File: src/rtl/snoopy_bus_line_controller.sv
// Requester-side bus master for an invalidate-protocol snoopy cache.
// On a local miss or upgrade it arbitrates for the shared bus, writes back a
// dirty victim line, broadcasts the bus command, waits for all peer snoopers
// and then fills the line word by word into the local cache.
//
// Ports:
//   clock, reset           clock and asynchronous active-low reset
//   cpuRequest/cpuCommand  request from the CPU-side protocol logic (level)
//   cpuAddress             missing address (offset field ignored)
//   victimDirty/victimTag  victim writeback control
//   cpuDone                one-cycle completion pulse
//   arbiterRequest/Grant   shared-bus arbitration
//   busCommand/busAddress  command and word address driven onto the bus
//   busRead/busWrite       word strobes (fill / writeback)
//   busDataOut/busDataIn   writeback word out, fill word in
//   busAck                 current word accepted/returned this cycle
//   snoopDone              all peers finished processing busCommand
//   cacheOffset            word offset into the local line
//   cacheDataIn            local word, combinational from cacheOffset
//   cacheDataOut           fill word to the cache
//   cacheWriteData         write cacheDataOut at cacheOffset
//   cacheWriteTag          one-cycle pulse: install tag and new state
module snoopy_bus_line_controller #(
    parameter int unsigned OFFSET_WIDTH = 4,
    parameter int unsigned INDEX_WIDTH  = 4,
    parameter int unsigned TAG_WIDTH    = 8,
    parameter int unsigned DATA_WIDTH   = 16,
    localparam int unsigned ADDRESS_WIDTH = TAG_WIDTH + INDEX_WIDTH + OFFSET_WIDTH
) (
    input  logic                     clock,
    input  logic                     reset,
    input  logic                     cpuRequest,
    input  logic [1:0]               cpuCommand,
    input  logic [ADDRESS_WIDTH-1:0] cpuAddress,
    input  logic                     victimDirty,
    input  logic [TAG_WIDTH-1:0]     victimTag,
    output logic                     cpuDone,
    output logic                     arbiterRequest,
    input  logic                     arbiterGrant,
    output logic [1:0]               busCommand,
    output logic [ADDRESS_WIDTH-1:0] busAddress,
    output logic                     busRead,
    output logic                     busWrite,
    output logic [DATA_WIDTH-1:0]    busDataOut,
    input  logic [DATA_WIDTH-1:0]    busDataIn,
    input  logic                     busAck,
    input  logic                     snoopDone,
    output logic [OFFSET_WIDTH-1:0]  cacheOffset,
    input  logic [DATA_WIDTH-1:0]    cacheDataIn,
    output logic [DATA_WIDTH-1:0]    cacheDataOut,
    output logic                     cacheWriteData,
    output logic                     cacheWriteTag
);

    localparam logic [1:0] CMD_NONE           = 2'd0;
    localparam logic [1:0] CMD_READ           = 2'd1;
    localparam logic [1:0] CMD_READ_EXCLUSIVE = 2'd2;
    localparam logic [1:0] CMD_INVALIDATE     = 2'd3;

    typedef enum logic [2:0] {
        StIdle,
        StWbArb,
        StWbXfer,
        StCmdArb,
        StCmdSnoop,
        StFill,
        StDone
    } state_e;

    state_e                  state_q, state_d;
    logic [OFFSET_WIDTH-1:0] counter_q, counter_d;
    logic [1:0]              command_q, command_d;
    logic [TAG_WIDTH-1:0]    tag_q, tag_d;
    logic [INDEX_WIDTH-1:0]  index_q, index_d;
    logic [TAG_WIDTH-1:0]    victim_tag_q, victim_tag_d;
    // Set for the single CMD_ARB cycle that follows a writeback, during which
    // the bus request is withdrawn so the arbiter can re-arbitrate.
    logic                    rearb_q, rearb_d;

    logic [OFFSET_WIDTH-1:0] counter_inc;
    logic                    counter_last;
    logic                    unused_offset;

    assign counter_inc   = counter_q + OFFSET_WIDTH'(1);
    assign counter_last  = &counter_q;
    assign unused_offset = ^cpuAddress[OFFSET_WIDTH-1:0];

    // State register.
    always_ff @(posedge clock or negedge reset) begin
        if (!reset) begin
            state_q      <= StIdle;
            counter_q    <= '0;
            command_q    <= CMD_NONE;
            tag_q        <= '0;
            index_q      <= '0;
            victim_tag_q <= '0;
            rearb_q      <= 1'b0;
        end else begin
            state_q      <= state_d;
            counter_q    <= counter_d;
            command_q    <= command_d;
            tag_q        <= tag_d;
            index_q      <= index_d;
            victim_tag_q <= victim_tag_d;
            rearb_q      <= rearb_d;
        end
    end

    // Next-state logic. Losing the grant simply stalls every transition that
    // depends on owning the bus, which freezes the word counter in place.
    always_comb begin
        state_d      = state_q;
        counter_d    = counter_q;
        command_d    = command_q;
        tag_d        = tag_q;
        index_d      = index_q;
        victim_tag_d = victim_tag_q;
        rearb_d      = rearb_q;

        unique case (state_q)
            StIdle: begin
                if (cpuRequest) begin
                    command_d    = cpuCommand;
                    tag_d        = cpuAddress[ADDRESS_WIDTH-1 -: TAG_WIDTH];
                    index_d      = cpuAddress[OFFSET_WIDTH +: INDEX_WIDTH];
                    victim_tag_d = victimTag;
                    counter_d    = '0;
                    rearb_d      = 1'b0;
                    if (victimDirty && (cpuCommand != CMD_INVALIDATE)) begin
                        state_d = StWbArb;
                    end else begin
                        state_d = StCmdArb;
                    end
                end
            end
            StWbArb: begin
                if (arbiterGrant) begin
                    state_d = StWbXfer;
                end
            end
            StWbXfer: begin
                if (arbiterGrant && busAck) begin
                    counter_d = counter_inc;
                    if (counter_last) begin
                        state_d = StCmdArb;
                        rearb_d = 1'b1;
                    end
                end
            end
            StCmdArb: begin
                if (rearb_q) begin
                    rearb_d = 1'b0;
                end else if (arbiterGrant) begin
                    state_d = StCmdSnoop;
                end
            end
            StCmdSnoop: begin
                // busAck is deliberately ignored here; the first fill word is
                // only requested once in FILL.
                if (arbiterGrant && snoopDone) begin
                    state_d = (command_q == CMD_INVALIDATE) ? StDone : StFill;
                end
            end
            StFill: begin
                if (arbiterGrant && busAck) begin
                    counter_d = counter_inc;
                    if (counter_last) begin
                        state_d = StDone;
                    end
                end
            end
            StDone: begin
                state_d = StIdle;
            end
            default: begin
                state_d = StIdle;
            end
        endcase
    end

    // Output logic.
    always_comb begin
        cpuDone        = 1'b0;
        arbiterRequest = 1'b0;
        busCommand     = CMD_NONE;
        busAddress     = '0;
        busRead        = 1'b0;
        busWrite       = 1'b0;
        busDataOut     = '0;
        cacheOffset    = '0;
        cacheDataOut   = '0;
        cacheWriteData = 1'b0;
        cacheWriteTag  = 1'b0;

        unique case (state_q)
            StIdle: begin
            end
            StWbArb: begin
                arbiterRequest = 1'b1;
            end
            StWbXfer: begin
                arbiterRequest = 1'b1;
                cacheOffset    = counter_q;
                busAddress     = {victim_tag_q, index_q, counter_q};
                if (arbiterGrant) begin
                    busWrite   = 1'b1;
                    busDataOut = cacheDataIn;
                end
            end
            StCmdArb: begin
                arbiterRequest = !rearb_q;
            end
            StCmdSnoop: begin
                arbiterRequest = 1'b1;
                busAddress     = {tag_q, index_q, {OFFSET_WIDTH{1'b0}}};
                if (arbiterGrant) begin
                    busCommand = command_q;
                end
            end
            StFill: begin
                arbiterRequest = 1'b1;
                cacheOffset    = counter_q;
                busAddress     = {tag_q, index_q, counter_q};
                if (arbiterGrant) begin
                    busCommand = command_q;
                    busRead    = 1'b1;
                    if (busAck) begin
                        cacheWriteData = 1'b1;
                        cacheDataOut   = busDataIn;
                    end
                end
            end
            StDone: begin
                cacheWriteTag = 1'b1;
                cpuDone       = 1'b1;
            end
            default: begin
            end
        endcase
    end

endmodule

File: config.mk
export PLATFORM = sky130hd
export DESIGN_NAME = snoopy_bus_line_controller
export DESIGN_NICKNAME = d
export VERILOG_FILES = /design/src/rtl/snoopy_bus_line_controller.sv
export SDC_FILE = /design/constraint.sdc
export NUM_CORES = 1
export LEC_CHECK = 0
export CORE_MARGIN = 2
export CORE_UTILIZATION = 36
export DETAILED_ROUTE_END_ITERATION = 6
export PLACE_DENSITY = 0.81
export SETUP_SLACK_MARGIN = 0.15
export SLEW_MARGIN = 0
export SYNTH_ARGS = -nofsm -noshare
export SYNTH_HDL_FRONTEND = slang
export SYNTH_SLANG_ARGS = --single-unit
File: constraint.sdc
create_clock -name clock -period 2.15 [get_ports clock]
set_input_delay 0.43 -clock clock [delete_from_list [all_inputs] [get_ports clock]]
set_output_delay 0.43 -clock clock [all_outputs]
set_load 0.005 [all_outputs]
=== Word-level counts from Yosys, hierarchy flattened ===
Index checks and enable logic that the tools add are counted.
W data, S select, Z words.

* $add $sub $neg: 1
* Equality and inequality tests: 18
* Reduce and logical (&&, ||, !) cells: 15
* Divide/modulo/power cells: 0
* Shift operators: 0
* Magnitude comparators: 0
* Multiplexer cells: 36
* $mul: 0
* Bitwise logic cells: 0

{| class="wikitable"
|+ Operator list
! operator !! number
|-
| $mux W16 || 5
|-
| $pmux W16 S3 || 1
|-
| $mux W3 || 9
|-
| $ne A2 B2 Y1 const B || 10
|-
| $pmux W3 S6 || 1
|-
| $mux W4 || 3
|-
| $mux W1 || 10
|-
| $eq A3 B3 Y1 const B || 3
|-
| $reduce_and A9 Y1 || 1
|-
| $mux W2 || 4
|-
| $pmux W4 S2 || 1
|-
| $reduce_and A4 Y1 || 2
|-
| $eq A3 B2 Y1 const B || 2
|-
| $add A4 B1 Y4 const B || 1
|-
| $reduce_or A2 Y1 || 2
|-
| $reduce_or A4 Y1 || 1
|-
| $eq A3 B1 Y1 const B || 1
|-
| $logic_and A1 B1 Y1 || 3
|-
| $logic_not A3 Y1 || 1
|-
| $pmux W1 S3 || 1
|-
| $reduce_and A3 Y1 || 1
|-
| $reduce_bool A3 Y1 || 1
|-
| $eq A2 B2 Y1 const B || 1
|-
| $ne A2 B1 Y1 const B || 1
|-
| 4 further kinds || 4
|}

* RAM bits: 0
* Latch bits: 0
* Bits in read-only memories: 0
* Memories: 0
* Bits of input ports: 65
* Register bits: 30

=== Logic depth before layout (Yosys ltp) ===
Gate-level depths: netlist of run 1.

* Word-level depth: 5
* Gate-level depth with buffers: 7

=== Least setup slack after synthesis of run 1 ===
Ideal clock, no wire load.

* Path type: reg2out
* Start: reg state_q[2]
* End: out cacheDataOut[10]
* Stages on the path, launching flop included: 8
* Data required time: 1.720 ns
* Path slack: 0.438 ns
* Path buffers: 3
* Arrival: 1.282 ns
* Cells stage by stage: dfrtp_1 -> buf_6 -> inv_2 -> nor2_1 -> and3_2 -> buf_4 -> buf_4 -> and3_1

* Longest elaborated chain between the ends: 2

{| class="wikitable"
|+ Ends and longest elaborated chain
! what !! line !! RTL
|-
| start: declaration || 70 || <nowiki>state_e state_q, state_d;</nowiki>
|-
| start signal: assignment || 91 || <nowiki>state_q <= StIdle;</nowiki>
|-
| start signal: assignment || 99 || <nowiki>state_q <= state_d;</nowiki>
|-
| $eq A3 B3 Y1 || 195 || <nowiki>unique case (state_q)</nowiki>
|-
| $mux W16 || 195 ||
|-
| end: declaration || 50 || <nowiki>output logic [DATA_WIDTH-1:0] cacheDataOut,</nowiki>
|}

No other way between the ends.

=== Final worst setup path of run 1 ===
* Start: reg state_q[2]
* End: out cacheOffset[0]

* Longest elaborated chain between the ends: 3

{| class="wikitable"
|+ Ends and longest elaborated chain
! what !! line !! RTL
|-
| $eq A3 B3 Y1 / $eq A3 B2 Y1 (equally long branches) || 195 ||
|-
| $reduce_or A2 Y1 (no line) * || n/a ||
|-
| $mux W4 * || 195 ||
|-
| end: declaration || 48 || <nowiki>output logic [OFFSET_WIDTH-1:0] cacheOffset,</nowiki>
|}

Every way passes the cells marked *; elsewhere a longest branch is shown, timed or not.

==> results.cfg, run 1 <==
[global_routing]
grt_usage_pct = 21.16
use_met3_pct = 6.872
grt_max_degree = 31
antenna_found_initial = 0
grt.busiest_layer = met2
gr-total-overflow = 0
first_global_vias = 2072
grt_pass1_wl_mm = 9.846
grtUsageMet1_pct = 23.60
grtUsageMet2_pct = 37.50

[drt]
route.detailed.drc = 0
routedWlPerCell_um = 15.44
detail-route-antenna-nets = 0
wirelength_mm = 6.224
vias = 2034
drt-pass1-iter-count = 4
first_iter_violations = 41
drt-vias-per-instance = 5.047

[timing]
setup_slack_ns = -0.07943
max_freq_mhz = 448.5
setup_tns_ns = -0.1571
tightest_slew_ns = 0.4307
fin_crit_sh_pct = 103.7
finalWorstPathRequiredPeriod_ns = 2.229
slew_headroom_pct = 71.12
hold_violations = 0
rsz0062_at_grt = yes
maxSlewViolCount = 0
skew_ns = 0.002066
setup_violations = 3

[setup_path]
cp_num_buf_inv = 3
worstRegToRegCells = 7
cp_cell_sequence = buf_6 -> buf_4 -> nand2_4 -> o21ai_4 -> and2_1 -> clkdlybuf4s50_1
cp_max_fo = 5
cp_top_family = buffers and inverters
critPathSlowestCell = clkdlybuf4s50_1
r2r-end = state_q[1]
start_kind = flop
critical_path_required_ns = 1.72
cp-end-kind = output pin
cp.arrival_ns = 1.80
reg2reg_from = state_q[1]
cp_slowest_stage_delay_ns = 0.49
reg2reg_slack_ns = 0.15
critPathKind = flop to output pin

[clock_network]
cts-htree-levels = 2
numCtsBuffers = 5
root_buffer = clkbuf_8
clk_latency_ns = 0.28
cts_tree = built
clk_pin_slew_worst_paths_ns = 0.06
cts.sinks = 30
cts.path.max_buffers = 2
hold_buffers = 0

[power]
vdd_drop_max_v = 0.0007375
power_frac_seq_pct = 26.6
p_int_mw = 2.434
leakage_nw = 1.675
p_clk_share_pct = 11.4
pwr-share-comb_pct = 62.0
p_sw_share_pct = 35.06
switchingPower_mw = 1.314
cellPowerDensity_mw_per_mm2 = 1048

[worst_hold_path]
hp-start = index_q[0]
hp-class = flop to flop
whs_path_depth = 1
min_to = index_q[0]

[logic_synthesis]
synth_top_area_share_pct = 40.24
synth_flop_cell = dfrtp_1
synth-edff-count = 0
yosysWarnings = 0
synth_cell_types = 45
synth_top_family_by_area = simple AND/OR/NAND/NOR gates
syn_nets = 247
seq_area_frac_synth_pct = 40.24
synthSimpleGateAreaFrac_pct = 23.47
synth_fa_ha_area_share_pct = 0.6707
ys_seq_elements = 30
post-synth-top-count-cell = dfrtp_1
synth_xor_area_share_pct = 0
synth_compound_area_share_pct = 15.02
synth_area_leaders = dfrtp_1, mux2_2, and2_1, and3_1, a32o_1
netlist_top_cells_count = dfrtp_1, mux2_2, and2_1
syn_area_mm2 = 0.001866
yosys.area.top_type = dfrtp_1
synthMuxAreaShare_pct = 14.35
synthArstFlopShare_pct = 100.0
syn_inst = 181
synth.avg_cell_area_um2 = 10.31

[floorplan]
start_util_pct = 37.00
pin_count = 125
fp.dieH_um = 75.99
dieArea_mm2 = 0.005774
die_w_um = 75.99
core_mm2 = 0.005042
num_rows = 26

[cells_and_area]
final_layout_size_suffix_gt1_share_pct = 48.95
nets = 399
antennaDiodeCount = 0
area_growth_pct = 91.75

[placement]
pre_cts_slack_ns = -0.2331
globalplace.congestion = 0.8088
io_buffer_count = 120
dp_hpwl_mm = 4.063

[run]
maxCapViolCount = 0

[outcome]
outcome = finished, violations left
violations = setup timing
[power groups by stage]
stage	clock network [mW]	logic [mW]	registers, mW
4_1_cts	0.435	2.13	0.995
6_report	0.427	2.32	0.999
5_1_grt	0.463	2.49	1.03
3_5_place_dp	0	1.79	0.994
3_3_place_gp	0	1.77	0.981
2_1_floorplan	0	1.04	0.954
[metrics by stage]
stage	hold WS (ns)	power (mW)	area (µm²)	instances	util, %
2_1_floorplan	0.1344	1.993	1866	181	-
3_3_place_gp	0.4829	2.752	3227	373	64.00
3_5_place_dp	0.4880	2.788	3227	373	64.00
5_1_grt	0.5099	3.985	3577	403	70.94
6_report	0.4982	3.748	3577	403	70.94
4_1_cts	0.5024	3.565	3476	399	68.93
[worst max path at each step]
stage | startpoint | end | slack [ns] | cells after the start
5_1_grt | state_q[2] | cacheOffset[0] | -0.18 | 6
4_1_cts | state_q[2] | cacheOffset[2] | -0.10 | 6
3_5_place_dp | arbiterGrant | cacheDataOut[11] | -0.23 | 4
3_3_place_gp | arbiterGrant | cacheDataOut[4] | -0.25 | 4
2_1_floorplan | state_q[2] | cacheDataOut[10] | 0.44 | 7
6_report | state_q[2] | cacheOffset[0] | -0.08 | 6
[final cells by class]
type / count / area (µm²)
repair buffers: 158 / 1489
fillers: 399 / 1465
multi-input cells: 133 / 1147
flip-flops and latches: 30 / 753.2
well taps: 70 / 87.58
clock buffers: 5 / 68.82
inverters: 5 / 21.27
clock inverters: 2 / 10.01
[placed cells by master (no fill, tap or decap), drive strengths merged, types with 2 or more instances in the layout]
cell type      instances
buf                   65
clkdlybuf4s50         61
dfrtp                 30
clkbuf                28
mux2                  22
and2                  21
and3                  21
nor2                   9
a32o                   8
a21oi                  7
nand2                  7
dlygate4sd2            5
inv                    5
o21ai                  5
nor2b                  4
nand3                  3
nand2b                 3
nor3                   3
o22ai                  3
a211oi                 2
mux2i                  2
clkinv                 2
dlymetal6s2s           2
[logic make-up after synthesis]
logic type / Yosys count
DFF: 30
buffers and inverters: 19
adders and majority gates: 1
muxes: 24
and+or+nand+nor: 73
AOI/OAI and AO/OA: 34
[routing by layer]
metal / vias to the layer above / part of all wire (%)
li1: 952 / -
met4: 0 / 2.2
met1: 964 / 41
met3: 12 / 8.0
met5: - / 0
met2: 106 / 49
[timing repair]
action,CTS,global route
gates cloned,3,0
resized for setup,175,86
pin swaps,20,9
setup endpoints to repair,60,52
hold endpoints to repair,0,0
setup buffers,16,4
[registers in the layout, summed over array words and instances (netlist names)]
register,count
counter_q,4
victim_tag_q,8
rearb_q,1
tag_q,8
index_q,4
command_q,2
state_q,3
(Power assumes the default switching activity.)
==> run 2: changes to the inputs <==
Settings changed: CORE_MARGIN 2 to default.
==> results.cfg, run 2 (synthesis gave the netlist of run 1 again) <==
[drt]
vias = 2153
detail-route-antenna-nets = 0
drt-vias-per-instance = 5.138
routedWlPerCell_um = 17.75
route.detailed.drc = 0
drt-pass1-iter-count = 4
first_iter_violations = 57
wirelength_mm = 7.436

[clock_network]
clk_latency_ns = 0.28
root_buffer = clkbuf_8
cts-htree-levels = 2
numCtsBuffers = 5
cts.path.max_buffers = 2
cts.sinks = 30
cts_tree = built
clk_pin_slew_worst_paths_ns = 0.06

[cells_and_area]
final_common_cell = clkdlybuf4s50_1
finalNonFillerCells = 419
final_cell_mix = clkdlybuf4s50_1, buf_6, dfrtp_1, buf_4, mux2_2
nets = 417
antennaDiodeCount = 0
finish.instance_area_mm2 = 0.003919
reg_top3 = tag_q (8), victim_tag_q (8)
area_growth_pct = 110.1
fill_cells = 285
final_layout_size_suffix_gt1_share_pct = 55.68

[worst_hold_path]
whs_path_depth = 1
hp-start = index_q[3]
hp-class = flop to flop
min_to = index_q[3]

[floorplan]
num_rows = 25
die_w_um = 73.99
core_mm2 = 0.004848
fp.dieH_um = 73.99
pin_count = 125
start_util_pct = 38.48
dieArea_mm2 = 0.005474

[global_routing]
antenna_found_initial = 0
gr-total-overflow = 0
grt_max_degree = 31
grt_pass1_wl_mm = 9.860
grt_usage_pct = 23.90
first_global_vias = 2021

[timing]
slew_headroom_pct = 74.49
rsz0062_at_grt = yes
fin_crit_sh_pct = 99.88
max_freq_mhz = 465.7
maxSlewViolCount = 0
finalWorstPathRequiredPeriod_ns = 2.147
setup_tns_ns = 0
skew_ns = 0.003523
setup_violations = 0
tightest_slew_ns = 0.3826
hold_violations = 0
whs_ns = 0.5023

[setup_path]
start_kind = flop
cp_max_fo = 5
cp-end-kind = output pin
reg2reg_from = state_q[0]
r2r-end = tag_q[3]
critPathKind = flop to output pin
cp.arrival_ns = 1.72
critical_path_required_ns = 1.72
worstRegToRegCells = 8
reg2reg_slack_ns = 0.25

[power]
finalPower_mw = 4.208
leakage_nw = 1.782
vdd_drop_max_v = 0.0007791
cellPowerDensity_mw_per_mm2 = 1074

[run]
maxCapViolCount = 0

[placement]
io_buffer_count = 120
globalplace.congestion = 0.8676
placed_cell_area_mm2 = 0.003208
place.detailed.instances = 368
dp_hpwl_mm = 4.042

[outcome]
outcome = finished clean
[run 2: changes by cell type in the layout (fill, tap and decap cells not counted), sizes merged]
cell,change
and3,+2
buf,+35
bufinv,+1
clkbuf,-19
clkdlybuf4s15,+2
clkdlybuf4s50,-2
clkinv,-2
clkinvlp,+3
inv,-1
[run 2: what timing repair did]
item / 4_1_cts / 5_1_grt
gates cloned: 4 / 1
hold buffers: 0 / 0
hold endpoints to repair: 0 / 0
buffers inserted: 28 / 10
gates resized for setup: 244 / 73
pin swaps: 23 / 20
setup endpoints to repair: 60 / 59
[run 2: layout make-up]
| class | instances | area [µm²] | area share (%) |
|---|---|---|---|
| Timing Repair Buffer | 174 | 1725 | 44.03 |
| Multi-Input combinational cell | 135 | 1219 | 31.10 |
| Sequential cell | 30 | 754.5 | 19.25 |
| Tap cell | 67 | 83.83 | 2.139 |
| Clock buffer | 5 | 68.82 | 1.756 |
| Clock inverter | 3 | 45.04 | 1.149 |
| Inverter | 5 | 22.52 | 0.5747 |
[run 2: worst max-delay path, cell delays in order, from the launching register on]
cell	delay [ns]
dfrtp_2	0.45
nor2_4	0.21
buf_6	0.13
buf_6	0.08
buf_6	0.08
buf_6	0.09
buf_6	0.11
a32o_1	0.16
buf_2	0.11
[run 2: how the worst max path moves through the flow]
stage | endpoint | slack, ns | start | cells after the start
3_3_place_gp | cacheDataOut[3] | -0.23 | arbiterGrant | 4
3_5_place_dp | cacheDataOut[2] | -0.24 | arbiterGrant | 4
4_1_cts | cacheOffset[0] | -0.09 | state_q[2] | 5
2_1_floorplan | cacheDataOut[10] | 0.44 | state_q[2] | 7
5_1_grt | cacheOffset[3] | -0.07 | state_q[0] | 8
6_report | busAddress[12] | 0.003 | state_q[0] | 8
[run 2: per-stage QoR]
step	setup WS, ns	util (%)
2_1_floorplan	0.4377	-
3_3_place_gp	-0.2326	66.17
3_5_place_dp	-0.2418	66.17
4_1_cts	-0.08973	73.99
5_1_grt	-0.06828	80.83
6_report	0.002528	80.83
[run 2: where the power goes]
| part | switching (mW) | total, mW | leakage, nW | internal (mW) |
|---|---|---|---|---|
| Clock | 0.223 | 0.567 | 0.0504 | 0.344 |
| Sequential | 0.182 | 1.01 | 0.363 | 0.831 |
| Combinational | 1.05 | 2.63 | 1.37 | 1.58 |
| Total | 1.45 | 4.21 | 1.78 | 2.75 |
[run 2: routing by layer]
layer  wire [µm]  GRT usage, %
met1        2755         26.55
met2        3848         43.74
met3         749         7.588
met4          82         6.624
met5           0             0
==> run 3: changes to the inputs <==
Settings changed: GPL_ROUTABILITY_DRIVEN from default to 1.
==> results of run 3 <==
Final layout, timing and power as in run 2 (identical DEF).
